### config.mk
export PLATFORM = sky130hd
export DESIGN_NAME = change_dispenser
export DESIGN_NICKNAME = d
export VERILOG_FILES = /design/src/rtl/change_dispenser.sv
export SDC_FILE = /design/constraint.sdc
export NUM_CORES = 1
export LEC_CHECK = 0
export BUFFER_PORTS_ARGS = -buffer_cell sky130_fd_sc_hd__buf_2
export CORE_ASPECT_RATIO = 2
export CORE_MARGIN = 2
export CORE_UTILIZATION = 50
export DETAILED_ROUTE_END_ITERATION = 12
export HOLD_SLACK_MARGIN = 0.05
export PLACE_DENSITY = 0.74
export SLEW_MARGIN = 20
export SYNTH_ARGS = -nofsm -noshare
export SYNTH_HDL_FRONTEND = slang
export SYNTH_SLANG_ARGS = --single-unit
### constraint.sdc
create_clock -name clk -period 3.2 [get_ports clk]
set_input_delay 0.48 -clock clk [delete_from_list [all_inputs] [get_ports clk]]
set_output_delay 0.48 -clock clk [all_outputs]
set_load 0.005 [all_outputs]
### src/rtl/change_dispenser.sv
// Change dispenser: turns one change amount into greedy largest-coin-first
// eject requests to a coin hopper, skipping empty and jammed denominations.
module change_dispenser #(
  parameter int CURRENCY_WIDTH  = 7,
  parameter int ITEM_ADDR_WIDTH = 10,
  parameter int DENOM0          = 25,
  parameter int DENOM1          = 10,
  parameter int DENOM2          = 5,
  parameter int DENOM3          = 1,
  parameter int TIMEOUT_CYCLES  = 16
) (
  input  logic                       clk,
  input  logic                       rstn,
  input  logic                       dispense_valid,
  input  logic [ITEM_ADDR_WIDTH-1:0] item_dispensed,
  input  logic [CURRENCY_WIDTH-1:0]  currency_change,
  input  logic [3:0]                 coin_empty,
  input  logic                       coin_ready,
  output logic                       coin_valid,
  output logic [1:0]                 coin_sel,
  output logic                       busy,
  output logic                       chg_done,
  output logic [ITEM_ADDR_WIDTH-1:0] chg_item,
  output logic [CURRENCY_WIDTH-1:0]  chg_short,
  output logic [7:0]                 coin_count,
  output logic                       req_drop
);

  typedef enum logic [1:0] {IDLE, SELECT, ISSUE, DONE} state_t;

  localparam int TW = $clog2(TIMEOUT_CYCLES + 1);
  localparam logic [CURRENCY_WIDTH-1:0] DENOM [4] = '{
    CURRENCY_WIDTH'(DENOM0), CURRENCY_WIDTH'(DENOM1),
    CURRENCY_WIDTH'(DENOM2), CURRENCY_WIDTH'(DENOM3)
  };

  state_t                     state, state_n;
  logic [CURRENCY_WIDTH-1:0]  remaining, remaining_n;
  logic [ITEM_ADDR_WIDTH-1:0] tag, tag_n;
  logic [3:0]                 jam, jam_n;
  logic [7:0]                 count, count_n;
  logic [TW-1:0]              tcnt, tcnt_n;
  logic                       coin_valid_n, busy_n, chg_done_n, req_drop_n;
  logic [1:0]                 coin_sel_n;
  logic [ITEM_ADDR_WIDTH-1:0] chg_item_n;
  logic [CURRENCY_WIDTH-1:0]  chg_short_n;
  logic [7:0]                 coin_count_n;
  logic                       found;
  logic [1:0]                 pick;

  // Greedy candidate: lowest index that fits, is stocked and is not jammed.
  always_comb begin
    found = 1'b0;
    pick  = 2'd0;
    for (int i = 3; i >= 0; i--) begin
      if (DENOM[i] <= remaining && !coin_empty[i] && !jam[i]) begin
        found = 1'b1;
        pick  = 2'(i);
      end else begin
        found = found;
      end
    end
  end

  // Next-state and next-register values for the whole transaction.
  always_comb begin
    state_n      = state;
    remaining_n  = remaining;
    tag_n        = tag;
    jam_n        = jam;
    count_n      = count;
    tcnt_n       = tcnt;
    coin_valid_n = coin_valid;
    coin_sel_n   = coin_sel;
    chg_done_n   = 1'b0;
    chg_item_n   = chg_item;
    chg_short_n  = chg_short;
    coin_count_n = coin_count;
    req_drop_n   = dispense_valid && (state != IDLE);
    case (state)
      IDLE: begin
        if (dispense_valid) begin
          remaining_n = currency_change;
          tag_n       = item_dispensed;
          jam_n       = 4'd0;
          count_n     = 8'd0;
          state_n     = (currency_change == '0) ? DONE : SELECT;
        end else begin
          state_n = IDLE;
        end
      end
      SELECT: begin
        if (remaining == '0 || !found) begin
          state_n = DONE;
        end else begin
          coin_sel_n   = pick;
          coin_valid_n = 1'b1;
          tcnt_n       = '0;
          state_n      = ISSUE;
        end
      end
      ISSUE: begin
        if (coin_ready) begin
          remaining_n  = remaining - DENOM[coin_sel];
          count_n      = (count == 8'hFF) ? count : count + 8'd1;
          coin_valid_n = 1'b0;
          state_n      = SELECT;
        end else if (tcnt == TW'(TIMEOUT_CYCLES - 1)) begin
          // Hopper never took this coin: stop trying this denomination.
          jam_n[coin_sel] = 1'b1;
          coin_valid_n    = 1'b0;
          state_n         = SELECT;
        end else begin
          tcnt_n = tcnt + TW'(1);
        end
      end
      DONE: begin
        chg_done_n   = 1'b1;
        chg_short_n  = remaining;
        coin_count_n = count;
        chg_item_n   = tag;
        state_n      = IDLE;
      end
      default: begin
        state_n      = IDLE;
        coin_valid_n = 1'b0;
      end
    endcase
    busy_n = (state_n != IDLE);
  end

  // State and registered outputs with synchronous active-low reset.
  always_ff @(posedge clk) begin
    if (!rstn) begin
      state      <= IDLE;
      remaining  <= '0;
      tag        <= '0;
      jam        <= 4'd0;
      count      <= 8'd0;
      tcnt       <= '0;
      coin_valid <= 1'b0;
      coin_sel   <= 2'd0;
      busy       <= 1'b0;
      chg_done   <= 1'b0;
      chg_item   <= '0;
      chg_short  <= '0;
      coin_count <= 8'd0;
      req_drop   <= 1'b0;
    end else begin
      state      <= state_n;
      remaining  <= remaining_n;
      tag        <= tag_n;
      jam        <= jam_n;
      count      <= count_n;
      tcnt       <= tcnt_n;
      coin_valid <= coin_valid_n;
      coin_sel   <= coin_sel_n;
      busy       <= busy_n;
      chg_done   <= chg_done_n;
      chg_item   <= chg_item_n;
      chg_short  <= chg_short_n;
      coin_count <= coin_count_n;
      req_drop   <= req_drop_n;
    end
  end

endmodule

==> results of run 1 <==
-- flip-flops by register name (all words and copies together), names as in the netlist, 4 cells and up --
register and cells:
remaining 7, chg_item 10, tag 10, jam 4
chg_short 7, count 8, coin_count 8, tcnt 5
-- worst paths after layout --
path	slack (ps)	startpoint	to
max reg2reg	1070	tcnt[0]	tcnt[2]
min	400	item_dispensed[9]	tag[9]
min reg2reg	450	chg_item[5]	chg_item[5]
max	1070	tcnt[0]	tcnt[2]
-- metal layers --
metal	global-route usage	vias to the layer above	share of wire
met5	0	-	0
met4	0.136	0	0.033
met3	0.0697	15	0.053
met2	0.367	76	0.53
met1	0.245	1193	0.38
li1	-	1326	-
-- critical path, cell delays in order (launching register included) --
cell and delay (ps):
sky130_fd_sc_hd__dfxtp_1 330, sky130_fd_sc_hd__ha_1 220, sky130_fd_sc_hd__and3_1 190, sky130_fd_sc_hd__ha_1 200, sky130_fd_sc_hd__nor3_1 550, sky130_fd_sc_hd__nand2_1 220
sky130_fd_sc_hd__nor3b_1 240, sky130_fd_sc_hd__a211o_1 120
-- power groups by stage --
| stage | Clock [mW] | Combinational, mW | Sequential [mW] |
|---|---|---|---|
| floorplan | 0 | 0.243 | 0.928 |
| global placement | 0 | 0.316 | 0.944 |
| detailed placement | 0 | 0.322 | 0.947 |
| CTS | 0.925 | 0.323 | 0.929 |
| global route | 0.960 | 0.364 | 0.936 |
| finish | 0.905 | 0.323 | 0.932 |
-- per-stage QoR --
step | util | power [mW] | hold slack [ps]
after global placement | 0.564 | 1.26 | 436
after floorplan | - | 1.17 | 432
after CTS | 0.614 | 2.18 | 384
final | 0.614 | 2.16 | 395
after global routing | 0.614 | 2.26 | 394
after detailed placement | 0.564 | 1.27 | 444
-- layout by cell type, fill, tap and decap left out, types with 3 or more instances in the layout --
| cell type | count |
|---|---|
| sky130_fd_sc_hd__a211o_1 | 3 |
| sky130_fd_sc_hd__a211oi_1 | 4 |
| sky130_fd_sc_hd__a21oi_1 | 46 |
| sky130_fd_sc_hd__a31oi_1 | 6 |
| sky130_fd_sc_hd__and3_1 | 6 |
| sky130_fd_sc_hd__buf_2 | 55 |
| sky130_fd_sc_hd__clkbuf_16 | 9 |
| sky130_fd_sc_hd__clkinv_2 | 4 |
| sky130_fd_sc_hd__dfxtp_1 | 67 |
| sky130_fd_sc_hd__ha_1 | 8 |
| sky130_fd_sc_hd__inv_1 | 6 |
| sky130_fd_sc_hd__nand2_1 | 84 |
| sky130_fd_sc_hd__nand2b_1 | 5 |
| sky130_fd_sc_hd__nand3_1 | 5 |
| sky130_fd_sc_hd__nand4_1 | 4 |
| sky130_fd_sc_hd__nor2_1 | 31 |
| sky130_fd_sc_hd__nor2b_1 | 6 |
| sky130_fd_sc_hd__nor3_1 | 5 |
| sky130_fd_sc_hd__o21a_1 | 4 |
| sky130_fd_sc_hd__o21ai_0 | 8 |
| sky130_fd_sc_hd__xor2_1 | 6 |
-- cell type report --
cell class | instances | share of cell area
inverter | 7 | 0.00756
multi-input combinational | 265 | 0.420
sequential | 67 | 0.386
clock buffer | 11 | 0.0727
clock inverter | 5 | 0.00792
timing repair buffer | 57 | 0.0835
tap | 61 | 0.0220
-- logic make-up after synthesis --
kind of cell             count (synthesis)  synth area share
AO/OA/AOI/OAI                           86             0.182
buffers and inverters                   25            0.0324
adder cells (fa/ha/maj)                  9            0.0415
XOR/XNOR                                 8            0.0242
flip-flops                              67             0.463
multiplexers                             3            0.0112
AND/OR/NAND/NOR                        159             0.246
==> results.txt, run 1 <==
For the share of the yosys chip area belonging to registers, the log shows 0.463. The run gives 0.149 as the combinational power share. After detailed routing, the total wire length is 6.79 mm.

The run gives 67 as the clock sink count. TritonCTS built the clock tree. The tools report the critical path arrival as 2400 ps. Global routing finished with a remaining overflow of 0. For the via count of the first global-routing pass, the log shows 2,469. For this design the total switching power over the nets is 0.585 mW. Pin count of the biggest net entering global routing: 30. The iteration count of the initial detailed-routing pass was 4. At the pin with the least slew margin, the transition time is 905 ps. In the routed layout, each cell is associated on average with a via count of 5.52. Capturing element type of the critical path: a flip-flop.

The aggregate global-route resource usage was 0.225. Clock tree synthesis selected as its root buffer the cell sky130_fd_sc_hd__clkbuf_16. Dividing the detail-routed wire length by the instance count gives 14.3 um. After the last flow step, the layout net total stands at 441. The tools report the worst slack at placement as 1090 ps. The tools report the number of gates resized after CTS as 0. Clock latency on the worst-skew pair, taken at its later pin, is 330 ps. The worst hold path passes through 3 cells. The run gives 39 as the row count. The clock tree skew after final layout came out at 8.02 ps. Hold repair after CTS inserted 0 buffers.

Routability-driven placement finished with a final weighted congestion of 0.922. The chip width is 57.8 um, and the final design instance area without fill is 3470 um^2. The number of violations of the max-capacitance limit was 0; the total of endpoints with negative setup slack in the final report was 0.

Yosys instantiated no cell more often than sky130_fd_sc_hd__nand2_1. Synthesis instantiated 44 different standard cells from the library. The die footprint came out at 6450 um^2. The area share of the largest cell type after synthesis came out at 0.463. In this run the cell area measured after placement is 3190 um^2. The routed layout has 2,610 vias. The power density relative to cell area is 621 nW/um^2. Setup repair after global routing left no endpoint under its margin. The maximum fanout count along the critical path was 5. The number of cell instances on the worst register-to-register path was 7. The dominant cell type by area after synthesis was sky130_fd_sc_hd__dfxtp_1. The tools report the sequential share of power as 0.432.

No sink is reached through more buffers than the 2 on the longest clock path. Detailed placement finished with a half-perimeter wire length of 4.90 mm. The run gives 0 as the number of pins exceeding their max-slew limit in the final report.

By count the netlist is led by sky130_fd_sc_hd__nand2_1, sky130_fd_sc_hd__dfxtp_1, sky130_fd_sc_hd__a21oi_1. The number of nets in the synthesized netlist is 391. Timing would allow up to 469 MHz. The critical path is of the reg2reg type. For the number of warnings issued by yosys, the log shows 0. For the starting utilization of the core area, the log shows 0.511.

After filler insertion, the fill cell instance count of the layout stands at 519. The worst hold path class is in2reg. The register bit total from synthesis is 67, and the detailed router's first-iteration violation count is 129.

Fraction of registers with async set or reset after synthesis: 0. The post-route non-filler standard cell count was 473. The core region is 5660 um^2.

After synthesis, the cell types taking the most area are sky130_fd_sc_hd__dfxtp_1, sky130_fd_sc_hd__nand2_1, sky130_fd_sc_hd__a21oi_1. The ratio of cells with drive above 1 in the final layout was 0.201; the relative area change from synthesis to final layout was 20.0%. In this run, CTS created clock tree buffers numbering 9.

Synthesis produced a netlist whose cell count is 357. After routing, the total negative slack on setup checks comes to 0 ps. The worst-case IR drop observed on VDD is 543 uV.

The area of the mapped netlist is 2900 um^2. The run gives 0 as the remaining routing DRC violations. The relative slew slack came out at 0.397.

The average cell area after synthesis came out at 8.11 um^2. The die extent in y is 112 um. For the number of hold violations in the final report, the log shows 0. Once detail routing completed, the nets flagged for antenna violations numbered 0. In this run the number of H-tree levels came out at 3.

Once the clock tree was built, the setup fixing pass inserted 0 buffers. The multi-input combinational cells in the finished layout cover a total of 1460 um^2. The run gives 1.57 mW as the internal power.

Across the whole layout, storage elements account for 1340 um^2. STA classifies the critical path startpoint as a flip-flop. The run finished with clean final reports. 0 antenna diodes ended up in the layout. Primary flip-flop cell chosen by synthesis mapping: sky130_fd_sc_hd__dfxtp_1. The share of total power consumed by net switching is 0.271. The tools report the global-route wire length before repair as 11.1 mm. The final period utilization was 0.667; the number of instances in the placed design was 457.

The run gives 0.419 as the part of the total power dissipated in the clock network. Across all setup checks in the final design, the least slack found is 1070 ps. The tools report the number of antenna violations at the first check in global routing as 0. For the required time of the critical path, the log shows 3470 ps.

The run gives 56 as the number of primary I/O pins. After clock tree synthesis, the clock-pin slew on the worst setup and hold paths is 50 ps. The number of port buffers came out at 55. For the finished layout, the period the worst path requires is 2130 ps. The synthesized design contains 0 enable-type register cells. The leakage component of the power is 1.46 nW.
Power figures use the tool's default switching activity.
==> run 2: changes to the inputs <==
--- a/config.mk
+++ b/config.mk
@@ -8,10 +8,10 @@
 export BUFFER_PORTS_ARGS = -buffer_cell sky130_fd_sc_hd__buf_2
 export CORE_ASPECT_RATIO = 2
 export CORE_MARGIN = 2
-export CORE_UTILIZATION = 50
+export CORE_UTILIZATION = 49
 export DETAILED_ROUTE_END_ITERATION = 12
 export HOLD_SLACK_MARGIN = 0.05
-export PLACE_DENSITY = 0.74
+export PLACE_DENSITY = 0.76
 export SLEW_MARGIN = 20
 export SYNTH_ARGS = -nofsm -noshare
 export SYNTH_HDL_FRONTEND = slang
==> constraint.sdc (replaced) <==
create_clock -name clk -period 1.7 [get_ports clk]
set_input_delay 0.255 -clock clk [delete_from_list [all_inputs] [get_ports clk]]
set_output_delay 0.255 -clock clk [all_outputs]
set_load 0.005 [all_outputs]
==> run 2 against run 1 <==
- the flow now finishes with violations (setup timing)
- first-iteration DRC count grew 12%
- register-to-register slack lost 1300 ps
- sequential power grew 87%
- clock skew shrank 4.6 ps
- hold slack lost 230 ps
- highest routed layer unchanged
==> results.txt, run 2 (synthesis results as in run 1) <==
0 antenna diodes ended up in the layout. Clock-pin slew was measured on the worst setup and hold paths at 50 ps. The worst setup path is captured at a flip-flop. Counting cells, the worst reg-to-reg path comes to 8. The clock network latency to the later pin of the worst-skew pair was 330 ps; the share of total power consumed by net switching was 0.271. The clock passes through at most 2 buffers. The checks that failed: setup timing. The run gives 3 as the maximum level of the CTS H-tree.

In this run, the number of DRC markers left after iteration 0 of detailed routing was 145. The logs give 3530 um^2 for the total cell area at the placement stage and 56 for the number of primary I/O pins. The number of port buffers was 55; the number of violations of the max-capacitance limit was 0. The logs give 0 for the number of hold violations in the final report and 67 for the clock sink count.

The worst setup path is of the reg2reg kind. Summed over all cells, the static leakage comes to 1.69 nW. The hold path startpoint is item_dispensed[6]. The startpoint identified for the worst register-to-register timing path is coin_sel[1].

Via count of the first global-routing pass: 2,714. The ratio of cells with drive above 1 in the final layout was 0.333. The half-perimeter wire length after detailed placement is 5.24 mm, and the maximum fanout count along the critical path is 3. The floorplan step defined a die boundary enclosing 6580 um^2.

The tools report the aggregate global-route resource usage as 0.235. In the final design database the tool counted 479 nets. Global routing finished with a remaining overflow of 0. The number of antenna violations at the first check in global routing was 0; the starting utilization of the core area was 0.507.

Switching power summed over all nets: 1.22 mW. TritonCTS built the clock tree. Final estimated routing congestion in global placement: 0.891.

The average wire per standard cell came out at 14.5 um. The part of the total power dissipated in the clock network is 0.404. At the worst endpoint, the arrival time is 2120 ps. Power spread over the standard cell area amounts to 1130 nW/um^2. The tools report the fmax as 522 MHz. Worst slack at placement: -210 ps. The routed layout has 2,855 vias. After detailed routing, the total wire length is 7.43 mm.

The tightest min-delay check is of the in2reg type. STA puts the critical path data required time at 1900 ps. Compared with the post-synthesis result, the final layout area differs by 37.3%.

The flow ran to the end, but the final reports show violations. The most common library cell in the layout ignoring fill and taps is sky130_fd_sc_hd__nand2_1. In the routed design, unresolved DRC markers number 0.

For hold timing, the worst endpoint is tag[6]. Cell internal power was estimated by the tool at 3.29 mW. Power comes to 4.51 mW. The worst register-to-register path ends at remaining[6]. The relative slew slack is 0.649, and the row count is 39. TritonCTS created 9 clock buffers.

The pre-antenna-repair detailed-routing pass consisted of 5 iterations. After detailed placement, the design holds a cell count of 492. VDD sags by at most 934 uV. For the number of pins exceeding their max-slew limit in the final report, the log shows 0.

Leaving out filler cells and counting taps, the final layout contains 511. The floorplan step set the die width to 58.4 um. In the layout the commonest cells are sky130_fd_sc_hd__nand2_1, sky130_fd_sc_hd__dfxtp_1, sky130_fd_sc_hd__buf_2, sky130_fd_sc_hd__a21oi_1, sky130_fd_sc_hd__buf_4. The logs give 0.210 for the combinational power share and 3.38 ps for the clock tree skew after final layout. Clock tree root buffer cell: sky130_fd_sc_hd__clkbuf_16. At the pin with the least slew margin, the transition time is 522 ps. The tools report the post-route worst setup slack as -215 ps. The largest registers in the layout are chg_item x10, tag x10. The worst register-to-register path has a setup slack of -220 ps. The final period utilization is 1.13.

Kind of start point of the critical path: a flip-flop. Counting the fill cells in the layout gives 467. Buffers inserted to repair hold after CTS numbered 0. Entering global routing, the biggest net connects 27 pins. The via-per-instance ratio came out at 5.59. Sequential share of power: 0.386. The minimum clock period after layout works out to 1920 ps. The residual antenna-violating net count after detailed routing is 0, and the total of endpoints with negative setup slack in the final report is 12. From bottom edge to top edge, the die measures 113 um.

The run gives 5710 um^2 as the placeable core region. Final design instance area without fill: 3980 um^2. The first global-routing pass estimated 11.9 mm of wire. The number of cells on the worst hold path was 3. Setup repair after global routing could not meet its margin everywhere.
## run 2: cell types whose count changed in the layout (fill, tap and decap cells not counted), sizes merged
cell | previous run | this run
clkbuf | 11 | 12
bufinv | 0 | 1
buf | 57 | 95
clkinv | 4 | 1
inv | 7 | 8
## run 2: worst max-delay path by stage
stage,startpoint,to,cells after the start
global placement,remaining[0],remaining[6],8
global route,coin_sel[1],remaining[6],8
detailed placement,coin_sel[1],remaining[6],8
CTS,remaining[6],coin_sel[0],5
floorplan,remaining[6],coin_sel[0],5
finish,coin_sel[1],remaining[6],8
## run 2: critical path, stage by stage, from the launching register on
cell and delay (ps):
sky130_fd_sc_hd__dfxtp_4 330, sky130_fd_sc_hd__nand2b_4 160, sky130_fd_sc_hd__ha_4 170, sky130_fd_sc_hd__fa_2 340, sky130_fd_sc_hd__nor2b_2 150, sky130_fd_sc_hd__o21a_1 160
sky130_fd_sc_hd__o21ai_2 110, sky130_fd_sc_hd__a311oi_2 300, sky130_fd_sc_hd__a311oi_1 70
## run 2: per-stage QoR
stage / util / hold slack, ps / TNS (ps)
floorplan: - / 369 / -433
global placement: 0.618 / 435 / -1320
detailed placement: 0.618 / 443 / -1640
CTS: 0.684 / 161 / -1110
global route: 0.696 / 173 / -2140
finish: 0.696 / 169 / -1200
## run 2: layout make-up
class | count | area (um^2) | area share
flip-flops and latches | 67 | 1360 | 0.342
repair buffers | 95 | 579 | 0.146
clock buffers | 12 | 246 | 0.0620
multi-input cells | 265 | 1640 | 0.413
clock inverters | 4 | 48.8 | 0.0123
well taps | 61 | 76.3 | 0.0192
inverters | 7 | 26.3 | 0.00661
## run 2: power by group through the flow
stage               registers [mW]  logic [mW]  clock network (mW)
global route                  1.75        1.03                1.92
global placement              1.76       0.783                   0
CTS                           1.73       0.869                1.85
finish                        1.74       0.946                1.82
detailed placement            1.76       0.804                   0
floorplan                     1.75       0.493                   0
## run 2: per-layer routing
metal	GRT usage	part of all wire
met3	0.0537	0.058
met2	0.412	0.53
met4	0.146	0.042
met5	0	0
met1	0.242	0.37
## run 2: repair_timing
item / CTS / global route
endpoints found under the hold margin: 0 / 0
resized for setup: 17 / 13
buffers inserted: 2 / 2
gates cloned: 0 / 0
pin swaps: 6 / 12
setup endpoints to repair: 12 / 16
==> run 3: changes to the inputs <==
--- a/config.mk
+++ b/config.mk
@@ -6,7 +6,7 @@
 export NUM_CORES = 1
 export LEC_CHECK = 0
 export BUFFER_PORTS_ARGS = -buffer_cell sky130_fd_sc_hd__buf_2
-export CORE_ASPECT_RATIO = 2
+export CORE_ASPECT_RATIO = 0.75
 export CORE_MARGIN = 2
 export CORE_UTILIZATION = 49
 export DETAILED_ROUTE_END_ITERATION = 12
==> run 3 against run 2 <==
- the flow still finishes with violations (setup timing)
- core utilization is 1.4 points lower
- die area decreased by 0.47%
- clock power is 18% lower
- non-clock buffer count grew 3
- power fell by 6.8%
- clock skew is 3.0 ps higher
==> results.txt, run 3 (synthesis results as in run 1) <==
The die covers 6550 um^2. Before antenna repair, the detailed router went through 4 iterations. For the relative slew slack, the log shows 0.699.

Counting I/O delays and the setup requirement, the final critical path takes 1950 ps. The number of port buffers is 55, and the total power draw is 4.20 mW. The critical path arrival came out at 2180 ps. The run finished, with violations left.

The worst setup path is launched from a flip-flop. Setup violations remaining at the end of the flow were counted as 13. The first routing iteration left 190 violations.

After clock tree synthesis, the clock-pin slew on the worst setup and hold paths is 70 ps. Leaving out fill and tap cells, the most frequent cells in the layout are sky130_fd_sc_hd__nand2_1, sky130_fd_sc_hd__dfxtp_1, sky130_fd_sc_hd__buf_2, sky130_fd_sc_hd__a21oi_1, sky130_fd_sc_hd__buf_4. Dividing the detail-routed via count by the number of cells gives 5.33. The via count of the first global-routing pass was 2,654; the total routed wirelength was 7.64 mm. For the residual antenna-violating net count after detailed routing, the log shows 0. The die extent in y came out at 70.6 um. Worst hold path class: in2reg. 56 I/O pins were placed. Before CTS, the worst setup slack after placement is -251 ps. The relative area change from synthesis to final layout is 35.8%. Data on the critical path is required at its endpoint by 1930 ps. The remaining routing DRC violations is 0.

In this run the critical register-to-register path is launched from remaining[6]. In the final layout, the registers with the most flip-flops are chg_item x10, tag x10. The tools report the area occupied by multi-input gates as 1620 um^2. The tools report the clock tree root buffer cell as sky130_fd_sc_hd__clkbuf_8. The endpoint of the worst-slack reg-to-reg timing path was coin_sel[0]. Kind of critical path: reg2reg. The detailed router placed 2,832 vias in this run. The net count of the finished layout is 482. First element of the critical path: remaining[6]. The clock net in this run drives a total of 67 sinks.

The final reports fail on setup timing. Summing all flip-flop and latch instances after layout gives 1350 um^2. Following the worst setup path forward leads to its endpoint at coin_sel[0].

The total area inside the core boundary comes to 5770 um^2. For the worst IR drop on VDD, the log shows 743 uV. The run gives 144 ps as the worst hold margin.

TritonCTS built the clock tree. Of all nets on the critical path, the largest fanout is 4. The first global-routing pass estimated 12.2 mm of wire.

The run gives 0 as the total congestion overflow. Setup repair after global routing could not meet its margin everywhere. From left edge to right edge, the die measures 92.8 um. The ratio of cells with drive above 1 in the final layout works out to 0.325.

In this design, the stage delay of the slowest critical-path cell is 580 ps. The clock buffer count from CTS is 9, and the aggregate global-route resource usage is 0.238. For the pin with the worst max-slew slack, the measured transition is 449 ps. Entering global routing, the biggest net connects 30 pins. In this run the power density over the cells is 1070 nW/um^2. Row generation in the floorplan step produced 24 rows. The tools report the capturing element type of the critical path as a flip-flop. Across the run, the number of max-cap violations was 0. The clock network latency to the later pin of the worst-skew pair came out at 340 ps.

The share of the core filled with cells is 0.682, and the number of filler instances in the final layout is 502. The number of cell instances on the worst register-to-register path was 5; the half-perimeter wire length after detailed placement was 5.33 mm. In this run the static leakage power is 1.67 nW. In this run, placement finished with an instance count of 510.

Leaving out fill and tap cells, the most frequent cell in the layout is sky130_fd_sc_hd__nand2_1. Number of antenna violations at the first check in global routing: 0. Clock skew on the completed layout was measured at 6.36 ps.

For the number of hold violations in the final report, the log shows 0. Number of pins exceeding their max-slew limit in the final report: 0. Starting utilization of the core area: 0.502. Final period utilization: 1.14.

The H-tree was split into 3 levels. The post-route worst setup slack is -246 ps. The average wire per standard cell works out to 14.4 um. Routability-driven placement finished with a final weighted congestion of 0.963. The number of inserted diodes is 0, and the reg2reg setup slack is -250 ps. The fmax was 514 MHz. The signal on the critical path passes through or4_4, o31ai_4, o211ai_1, nand2_1, mux2_4. Counting along the longest clock path gives a buffer depth of 2. The finished layout holds 531 standard cells, fillers aside. Critical-path cell with the highest stage delay: sky130_fd_sc_hd__or4_4.
[run 3: cell types whose count changed in the layout (fill, tap and decap cells not counted), moves of 3 or more]
cell,delta
sky130_fd_sc_hd__clkbuf_16,-9
sky130_fd_sc_hd__dfxtp_2,-3
sky130_fd_sc_hd__buf_4,+3
sky130_fd_sc_hd__clkbuf_8,+10
sky130_fd_sc_hd__dfxtp_1,+4
[run 3: how the worst min path moves through the flow]
stage / cells past startpoint / startpoint / slack [ps] / endpoint
2_1_floorplan: 2 / dispense_valid / 370 / req_drop
3_3_place_gp: 2 / tag[0] / 440 / chg_item[0]
3_5_place_dp: 2 / chg_item[9] / 440 / chg_item[9]
4_1_cts: 3 / item_dispensed[0] / 130 / tag[0]
5_1_grt: 3 / item_dispensed[3] / 140 / tag[3]
6_report: 3 / item_dispensed[8] / 140 / tag[8]
[run 3: per-layer routing]
metal / wire length, um / share of wire / vias to the layer above / global-route usage
li1: - / - / 1407 / -
met1: 3390 / 0.44 / 1317 / 0.302
met2: 3640 / 0.48 / 88 / 0.396
met3: 437 / 0.057 / 20 / 0.0586
met4: 178 / 0.023 / 0 / 0.0915
met5: 0 / 0 / - / 0
[run 3: repair_timing]
| item | in CTS | in global routing |
|---|---|---|
| setup endpoints to repair | 16 | 23 |
| pin swaps | 8 | 8 |
| buffers inserted | 3 | 4 |
| cloned | 0 | 0 |
| hold buffers | 0 | 0 |
| gates resized for setup | 12 | 9 |
[run 3: where the power goes]
group	internal [mW]	leakage (nW)	switching, mW	total (mW)
registers	1.66	0.546	0.0694	1.73
logic	0.472	1.00	0.515	0.987
clock network	0.905	0.117	0.583	1.49
[run 3: layout make-up]
type,count,area share
clock buffer,12,0.0395
clock inverter,4,0.0181
inverter,7,0.00668
multi-input combinational,265,0.412
sequential,67,0.343
tap,78,0.0248
timing repair buffer,98,0.155
[run 3: through the flow]
step / TNS (ps) / instance area (um^2)
after floorplan: -433 / 2960
after global placement: -1540 / 3570
after detailed placement: -2320 / 3570
after CTS: -1540 / 3860
after global routing: -3010 / 3930
final: -2120 / 3930
[run 3: worst max-delay path, delay by kind of cell, from the launching register on]
| family | cells | cell delay (ps) |
|---|---|---|
| multiplexers | 1 | 310 |
| AO/OA/AOI/OAI | 2 | 450 |
| AND/OR/NAND/NOR | 2 | 770 |
| flip-flops | 1 | 320 |
